==> config.mk <==
export PLATFORM = sky130hd
export DESIGN_NAME = rd_side_ctrl_sync_flat
export DESIGN_NICKNAME = d
export VERILOG_FILES = /design/src/rtl/rd_side_ctrl_sync_if.sv /design/src/rtl/rd_side_ctrl_sync.sv /design/src/flat_wrapper.sv
export SDC_FILE = /design/constraint.sdc
export NUM_CORES = 1
export LEC_CHECK = 0
export BUFFER_PORTS_ARGS = -buffer_cell sky130_fd_sc_hd__buf_2
export CAP_MARGIN = 10
export CORE_MARGIN = 4
export CORE_UTILIZATION = 50
export CTS_BUF_LIST = sky130_fd_sc_hd__clkbuf_4 sky130_fd_sc_hd__clkbuf_8
export CTS_CLUSTER_SIZE = 20
export DETAILED_ROUTE_END_ITERATION = 16
export PLACE_DENSITY = 0.79
export SLEW_MARGIN = 10
export SYNTH_ARGS = -nofsm -noshare
export SYNTH_HDL_FRONTEND = slang
export SYNTH_SLANG_ARGS = --single-unit
==> constraint.sdc <==
create_clock -name rd_clk_i -period 2.9 [get_ports rd_clk_i]
set_input_delay 0.58 -clock rd_clk_i [delete_from_list [all_inputs] [get_ports rd_clk_i]]
set_output_delay 0.58 -clock rd_clk_i [all_outputs]
set_load 0.005 [all_outputs]
==> src/rtl/rd_side_ctrl_sync_if.sv <==
// Read-side FIFO controller bus: user read handshake, the incoming write gray
// pointer, and the read-domain status/address outputs.
//   slave  : the controller (rd_side_ctrl_sync)
//   master : the FIFO user / write-side environment
// Signals:
//   rd_req_i           read request from the FIFO user
//   wr_pntr_gray_i     write pointer, gray code, unsynchronised
//   rd_ack_o           combinational read accept
//   rd_addr_o          RAM read address
//   rd_pntr_gray_o     registered read pointer, gray code
//   rd_empty_o         registered empty flag
//   rd_almost_empty_o  registered almost-empty flag
//   rd_usedw_o         registered used-word count, 0..2**AWIDTH
//   rd_underflow_o     one-cycle pulse for a read request while empty
interface rd_side_ctrl_sync_if #(
  parameter int unsigned AWIDTH = 3
);
  logic              rd_req_i;
  logic [AWIDTH:0]   wr_pntr_gray_i;
  logic              rd_ack_o;
  logic [AWIDTH-1:0] rd_addr_o;
  logic [AWIDTH:0]   rd_pntr_gray_o;
  logic              rd_empty_o;
  logic              rd_almost_empty_o;
  logic [AWIDTH:0]   rd_usedw_o;
  logic              rd_underflow_o;

  modport slave (
    input  rd_req_i, wr_pntr_gray_i,
    output rd_ack_o, rd_addr_o, rd_pntr_gray_o, rd_empty_o,
           rd_almost_empty_o, rd_usedw_o, rd_underflow_o
  );

  modport master (
    output rd_req_i, wr_pntr_gray_i,
    input  rd_ack_o, rd_addr_o, rd_pntr_gray_o, rd_empty_o,
           rd_almost_empty_o, rd_usedw_o, rd_underflow_o
  );
endinterface

==> src/rtl/rd_side_ctrl_sync.sv <==
// Read-domain controller for a dual-clock FIFO: synchronises the write gray
// pointer, advances the read pointer on accepted reads, and produces empty,
// almost-empty, used-word count, underflow pulse and the RAM read address.
// Ports:
//   rd_clk_i  read-domain clock (only clock in the block)
//   aclr_n_i  asynchronous active-low reset
//   bus       rd_side_ctrl_sync_if.slave (handshake, pointers, status)
// Parameters:
//   AWIDTH       RAM address width; pointers are AWIDTH+1 bits
//   SYNC_STAGES  flops in the write-pointer synchroniser (>= 2)
//   AE_LEVEL     almost-empty when used words <= AE_LEVEL (0..2**AWIDTH-1)
//   SHOWAHEAD    0 = address of current pointer, 1 = look-ahead address
module rd_side_ctrl_sync #(
  parameter int unsigned AWIDTH      = 3,
  parameter int unsigned SYNC_STAGES = 2,
  parameter int unsigned AE_LEVEL    = 1,
  parameter int unsigned SHOWAHEAD   = 0
) (
  input logic             rd_clk_i,
  input logic             aclr_n_i,
  rd_side_ctrl_sync_if.slave bus
);

  localparam int unsigned PW = AWIDTH + 1;

  // Reject illegal parameterisations at elaboration.
  if (AWIDTH < 1) begin : g_bad_awidth
    $error("rd_side_ctrl_sync: AWIDTH must be >= 1");
  end
  if (SYNC_STAGES < 2) begin : g_bad_sync
    $error("rd_side_ctrl_sync: SYNC_STAGES must be >= 2");
  end
  if (AE_LEVEL > ((1 << AWIDTH) - 1)) begin : g_bad_ae
    $error("rd_side_ctrl_sync: AE_LEVEL must be in 0..2**AWIDTH-1");
  end
  if (SHOWAHEAD > 1) begin : g_bad_sa
    $error("rd_side_ctrl_sync: SHOWAHEAD must be 0 or 1");
  end

  logic [PW-1:0] sync_q [SYNC_STAGES];
  logic [PW-1:0] wr_gray_s;
  logic [PW-1:0] wr_bin;
  logic [PW-1:0] rd_bin;
  logic [PW-1:0] rd_bin_next;
  logic [PW-1:0] rd_gray_next;
  logic [PW-1:0] usedw_next;
  logic          rd_ack;

  logic [PW-1:0] rd_gray_q;
  logic          empty_q;
  logic          almost_empty_q;
  logic [PW-1:0] usedw_q;
  logic          underflow_q;

  // Write gray pointer synchroniser chain.
  always_ff @(posedge rd_clk_i or negedge aclr_n_i) begin
    if (!aclr_n_i) begin
      for (int i = 0; i < int'(SYNC_STAGES); i++) sync_q[i] <= '0;
    end else begin
      sync_q[0] <= bus.wr_pntr_gray_i;
      for (int i = 1; i < int'(SYNC_STAGES); i++) sync_q[i] <= sync_q[i-1];
    end
  end

  assign wr_gray_s = sync_q[SYNC_STAGES-1];

  // Gray to binary: each binary bit is the XOR of all gray bits at and above it.
  always_comb begin
    wr_bin = '0;
    for (int i = 0; i < int'(PW); i++) wr_bin[i] = ^(wr_gray_s >> i);
  end

  // Next-state pointer and status terms.
  always_comb begin
    rd_ack       = bus.rd_req_i & ~empty_q;
    rd_bin_next  = rd_bin + PW'(rd_ack);
    rd_gray_next = rd_bin_next ^ (rd_bin_next >> 1);
    // Extra MSB makes a full FIFO read 2**AWIDTH rather than 0.
    usedw_next   = wr_bin - rd_bin_next;
  end

  // Read pointer and registered status flags.
  always_ff @(posedge rd_clk_i or negedge aclr_n_i) begin
    if (!aclr_n_i) begin
      rd_bin         <= '0;
      rd_gray_q      <= '0;
      empty_q        <= 1'b1;
      almost_empty_q <= 1'b1;
      usedw_q        <= '0;
      underflow_q    <= 1'b0;
    end else begin
      rd_bin         <= rd_bin_next;
      rd_gray_q      <= rd_gray_next;
      empty_q        <= (rd_gray_next == wr_gray_s);
      almost_empty_q <= (usedw_next <= PW'(AE_LEVEL));
      usedw_q        <= usedw_next;
      underflow_q    <= bus.rd_req_i & empty_q;
    end
  end

  // Show-ahead presents the address of the word that will be at the head
  // after this cycle's read, so RAM output already holds it.
  if (SHOWAHEAD == 1) begin : g_showahead
    assign bus.rd_addr_o = rd_bin_next[AWIDTH-1:0];
  end else begin : g_normal
    assign bus.rd_addr_o = rd_bin[AWIDTH-1:0];
  end

  assign bus.rd_ack_o          = rd_ack;
  assign bus.rd_pntr_gray_o    = rd_gray_q;
  assign bus.rd_empty_o        = empty_q;
  assign bus.rd_almost_empty_o = almost_empty_q;
  assign bus.rd_usedw_o        = usedw_q;
  assign bus.rd_underflow_o    = underflow_q;

endmodule

==> src/flat_wrapper.sv <==
// flat-port wrapper written by rule: the top's interface ports become plain ports
module rd_side_ctrl_sync_flat 
#(
  parameter int unsigned AWIDTH      = 3,
  parameter int unsigned SYNC_STAGES = 2,
  parameter int unsigned AE_LEVEL    = 1,
  parameter int unsigned SHOWAHEAD   = 0
)
  (rd_clk_i, aclr_n_i, bus_rd_req_i, bus_wr_pntr_gray_i, bus_rd_ack_o, bus_rd_addr_o, bus_rd_pntr_gray_o, bus_rd_empty_o, bus_rd_almost_empty_o, bus_rd_usedw_o, bus_rd_underflow_o);
  rd_side_ctrl_sync_if #(.AWIDTH(AWIDTH)) bus_i ();
  input logic rd_clk_i;
  input logic aclr_n_i;
  input wire logic [$bits(bus_i.rd_req_i)-1:0] bus_rd_req_i;
  input wire logic [$bits(bus_i.wr_pntr_gray_i)-1:0] bus_wr_pntr_gray_i;
  output wire logic [$bits(bus_i.rd_ack_o)-1:0] bus_rd_ack_o;
  output wire logic [$bits(bus_i.rd_addr_o)-1:0] bus_rd_addr_o;
  output wire logic [$bits(bus_i.rd_pntr_gray_o)-1:0] bus_rd_pntr_gray_o;
  output wire logic [$bits(bus_i.rd_empty_o)-1:0] bus_rd_empty_o;
  output wire logic [$bits(bus_i.rd_almost_empty_o)-1:0] bus_rd_almost_empty_o;
  output wire logic [$bits(bus_i.rd_usedw_o)-1:0] bus_rd_usedw_o;
  output wire logic [$bits(bus_i.rd_underflow_o)-1:0] bus_rd_underflow_o;
  assign bus_i.rd_req_i = bus_rd_req_i;
  assign bus_i.wr_pntr_gray_i = bus_wr_pntr_gray_i;
  assign bus_rd_ack_o = bus_i.rd_ack_o;
  assign bus_rd_addr_o = bus_i.rd_addr_o;
  assign bus_rd_pntr_gray_o = bus_i.rd_pntr_gray_o;
  assign bus_rd_empty_o = bus_i.rd_empty_o;
  assign bus_rd_almost_empty_o = bus_i.rd_almost_empty_o;
  assign bus_rd_usedw_o = bus_i.rd_usedw_o;
  assign bus_rd_underflow_o = bus_i.rd_underflow_o;
  rd_side_ctrl_sync #(.AWIDTH(AWIDTH), .SYNC_STAGES(SYNC_STAGES), .AE_LEVEL(AE_LEVEL), .SHOWAHEAD(SHOWAHEAD)) u_core (.rd_clk_i(rd_clk_i), .aclr_n_i(aclr_n_i), .bus(bus_i));
endmodule
==> results.py <==
metrics = {
    "layout": {
        "antenna_cells": 0,
        "layout.nets": 98,
        "area_delta_synth_final_pct": 19.7,
        "drive_gt1_frac": 0.388,
    },
    "power": {
        "p_per_area_nw_per_um2": 1140,
        "cellLeakagePower_nw": 0.538,
        "peakVddDrop_uv": 595,
    },
    "place": {
        "io_buffers": 21,
        "finalWeightedCongestion": 0.703,
        "place_hpwl_um": 1080,
        "dp_slack_ns": 0.0891,
    },
    "critical_path": {
        "crit_family": "adder cells",
        "crit_buf_inv": 1,
        "path_depth": 10,
        "cpMostUsedCell": "ha_1",
        "slowest_delay_ns": 0.56,
        "criticalPathCategory": "reg -> reg",
        "crit_path_end_kind": "register",
        "cp-start-kind": "register",
        "critPathArrivalTime_ns": 2.81,
        "required_ns": 3.14,
        "critPathSlowestCell": "dfstp_2",
        "crit_path_max_fanout": 3,
        "r2r_cells": 10,
        "crit_chain": "nor2b_1 > ha_1 > ha_1 > xor2_1 > inv_1 > ha_1 > or3b_2 > o211ai_2 > xnor2_1 > nor3_2",
    },
    "clocking": {
        "ctsResizeCount": 0,
        "clk_latency_ns": 0.30,
        "cts_tree": "built",
        "hold_buffers": 0,
        "cts_setup_buffers": 0,
        "clk_pin_slew_ns": 0.11,
        "cts.sinks": 22,
        "clockRootBuffer": "clkbuf_4",
        "cts_htree_levels": 1,
        "numCtsBuffers": 3,
        "clockBufferDepth": 2,
    },
    "timing": {
        "max_freq_mhz": 390,
        "hold_viol_final": 0,
        "period_minus_slack_ns": 2.57,
        "finalSetupViolCount": 0,
        "min_period_over_period": 0.885,
        "drv_slew": 0,
        "final.setup.tns_ns": 0,
        "fin_skew_ns": 0.00509,
        "setup_ws_ns": 0.334,
        "slew_headroom": 0.687,
        "tightest_slew_ns": 0.469,
        "rsz0062_at_grt": "false",
    },
    "synth": {
        "syn_inst": 60,
        "synth_nets": 72,
        "yosys.area_share.simple": 0.0531,
        "ys_ff_latch": 22,
        "synth_top_area_share": 0.559,
        "synthAdderAreaFrac": 0.0698,
        "yosys.area.top_type": "dfrtp_1",
        "synth-compound-area-share": 0.0503,
        "syn-cell-area_um2": 896,
        "synth_area_per_cell_um2": 14.9,
        "ys_warn_count": 0,
        "synth_cell_types": 20,
        "synth_top_family_by_area": "XOR/XNOR gates",
        "synth-xor-area-share": 0.189,
        "synth_seq_area_share": 0.617,
        "muxShareOfSynthArea": 0,
        "synth_area_leaders": "dfrtp_1 (56%), xor2_1 (9.8%), ha_1 (7.0%)",
    },
    "grt": {
        "grt_pass1_wl_um": 2350,
        "grt_overflow_total": 0,
        "grtUsageTotal": 0.133,
        "grt_max_degree": 23,
        "antenna_found_initial": 0,
        "first_global_vias": 556,
    },
    "floorplan": {
        "ios": 22,
        "rows": 15,
        "die_h_um": 50.3,
        "die_width_um": 50.3,
        "core-area_um2": 1710,
        "fp.dieArea_um2": 2530,
        "initial_utilization": 0.525,
    },
    "outcome": {
        "status": "finished, final reports clean",
    },
    "route": {
        "drc": 0,
        "drtIter0Drc": 1,
        "routed_via_density": 4.63,
        "routed_wl_um": 1370,
        "wl_per_cell_um": 12.5,
        "first_pass_iters": 2,
        "vias": 509,
        "ant_nets": 0,
    },
    "flow_run": {
        "drv_cap": 0,
    },
    "worst_hold_path": {
        "hold_class": "in -> async",
    },
}
## kinds of logic (layout without fill, tap and decap cells)
kind of cell / Yosys count / in the layout
flip-flops: 22 / 22
buffers and inverters: 5 / 30
AO/OA/AOI/OAI: 5 / 5
adder cells (fa/ha/maj): 5 / 5
XOR/XNOR: 16 / 16
AND/OR/NAND/NOR: 7 / 7
## final cells by class
type / count / area [um^2]
repair buffers: 22 / 113
multi-input cells: 33 / 324
fillers: 138 / 636
inverters: 4 / 15.0
clock buffers: 4 / 36.3
flip-flops and latches: 22 / 553
well taps: 25 / 31.3
## cells in the mapped netlist
| library cell | n |
|---|---|
| xnor3_2 | 1 |
| nor3_2 | 1 |
| a21boi_0 | 1 |
| or3b_2 | 1 |
| nor2b_1 | 1 |
| xnor3_1 | 1 |
| dfstp_2 | 2 |
| nand3_1 | 2 |
| o21bai_1 | 1 |
| inv_1 | 4 |
| o211ai_2 | 1 |
| dfrtp_1 | 20 |
| or3_1 | 1 |
| ha_1 | 5 |
| clkbuf_1 | 1 |
| xnor2_1 | 4 |
| and2_1 | 1 |
| a21bo_2 | 1 |
| xor2_1 | 10 |
| a211oi_1 | 1 |
## power by group
group	internal, W	leakage, nW	switching [W]	total (W)
Combinational	0.000301	0.261	0.000298	0.000599
Clock	0.0000766	0.0210	0.0000854	0.000162
Sequential	0.000416	0.256	0.0000450	0.000461
## routing by layer
layer / vias to the layer above / share of wire / GRT usage
li1: 246 / - / -
met1: 240 / 0.41 / 0.129
met2: 19 / 0.49 / 0.233
met3: 4 / 0.066 / 0.0475
met4: 0 / 0.031 / 0.0942
met5: - / 0 / 0
## worst paths after layout
path / startpoint / end / slack (ns)
worst max-delay path: u_core.bus.rd_empty_o$_DFF_PN1_ / u_core.bus.rd_almost_empty_o$_DFF_PN1_ / 0.33
worst min-delay path: aclr_n_i / u_core.bus.rd_pntr_gray_o[1]$_DFF_PN0_ / 0.21
worst max register to register: u_core.bus.rd_empty_o$_DFF_PN1_ / u_core.bus.rd_almost_empty_o$_DFF_PN1_ / 0.33
worst min register to register: u_core.sync_q[6]$_DFF_PN0_ / u_core.wr_gray_s[2]$_DFF_PN0_ / 0.36
max in group asynchronous: aclr_n_i / u_core.bus.rd_almost_empty_o$_DFF_PN1_ / 2.34
min in group rd_clk_i: u_core.sync_q[6]$_DFF_PN0_ / u_core.wr_gray_s[2]$_DFF_PN0_ / 0.36
## worst reg2reg max path, delay by kind of cell, from the launching register on
kind,cells,cell delay [ns]
AOI/OAI and AO/OA,1,0.09
DFF,1,0.56
and+or+nand+nor,3,0.69
buffers and inverters,1,0.07
adders and majority gates,3,0.77
xor gates and xnor gates,2,0.34
## stage by stage
stage	std cells	instance area [um^2]	hold slack (ns)	utilization	total power (W)
2_1_floorplan	60	896	0.284	-	0.000887
3_3_place_gp	106	1040	0.333	0.607	0.00106
3_5_place_dp	106	1040	0.339	0.607	0.00108
4_1_cts	110	1070	0.219	0.628	0.00124
5_1_grt	110	1070	0.221	0.628	0.00133
6_report	110	1070	0.214	0.628	0.00122
## registers in the layout (all words and copies together) (netlist names)
signal                        count
u_core.sync_q                     4
u_core.bus.rd_almost_empty_o      1
u_core.wr_gray_s                  4
u_core.rd_bin                     4
u_core.bus.rd_pntr_gray_o         3
u_core.bus.rd_usedw_o             4
u_core.bus.rd_empty_o             1
u_core.bus.rd_underflow_o         1
## cell usage in the layout, fill, tap and decap left out
cell type  count
nor2b_1        1
clkbuf_4       3
o211ai_2       1
or3b_2         1
buf_4          1
dfrtp_1       20
a21bo_2        1
xnor3_1        1
nand3_1        2
a21boi_0       1
buf_2         21
dfstp_2        2
and2_1         1
a211oi_1       1
o21bai_1       1
or3_1          1
xnor3_2        1
ha_1           5
nor3_2         1
xor2_1        10
xnor2_1        4
inv_1          4
clkbuf_8       1
No activity file was read; power rests on OpenSTA's default activity.
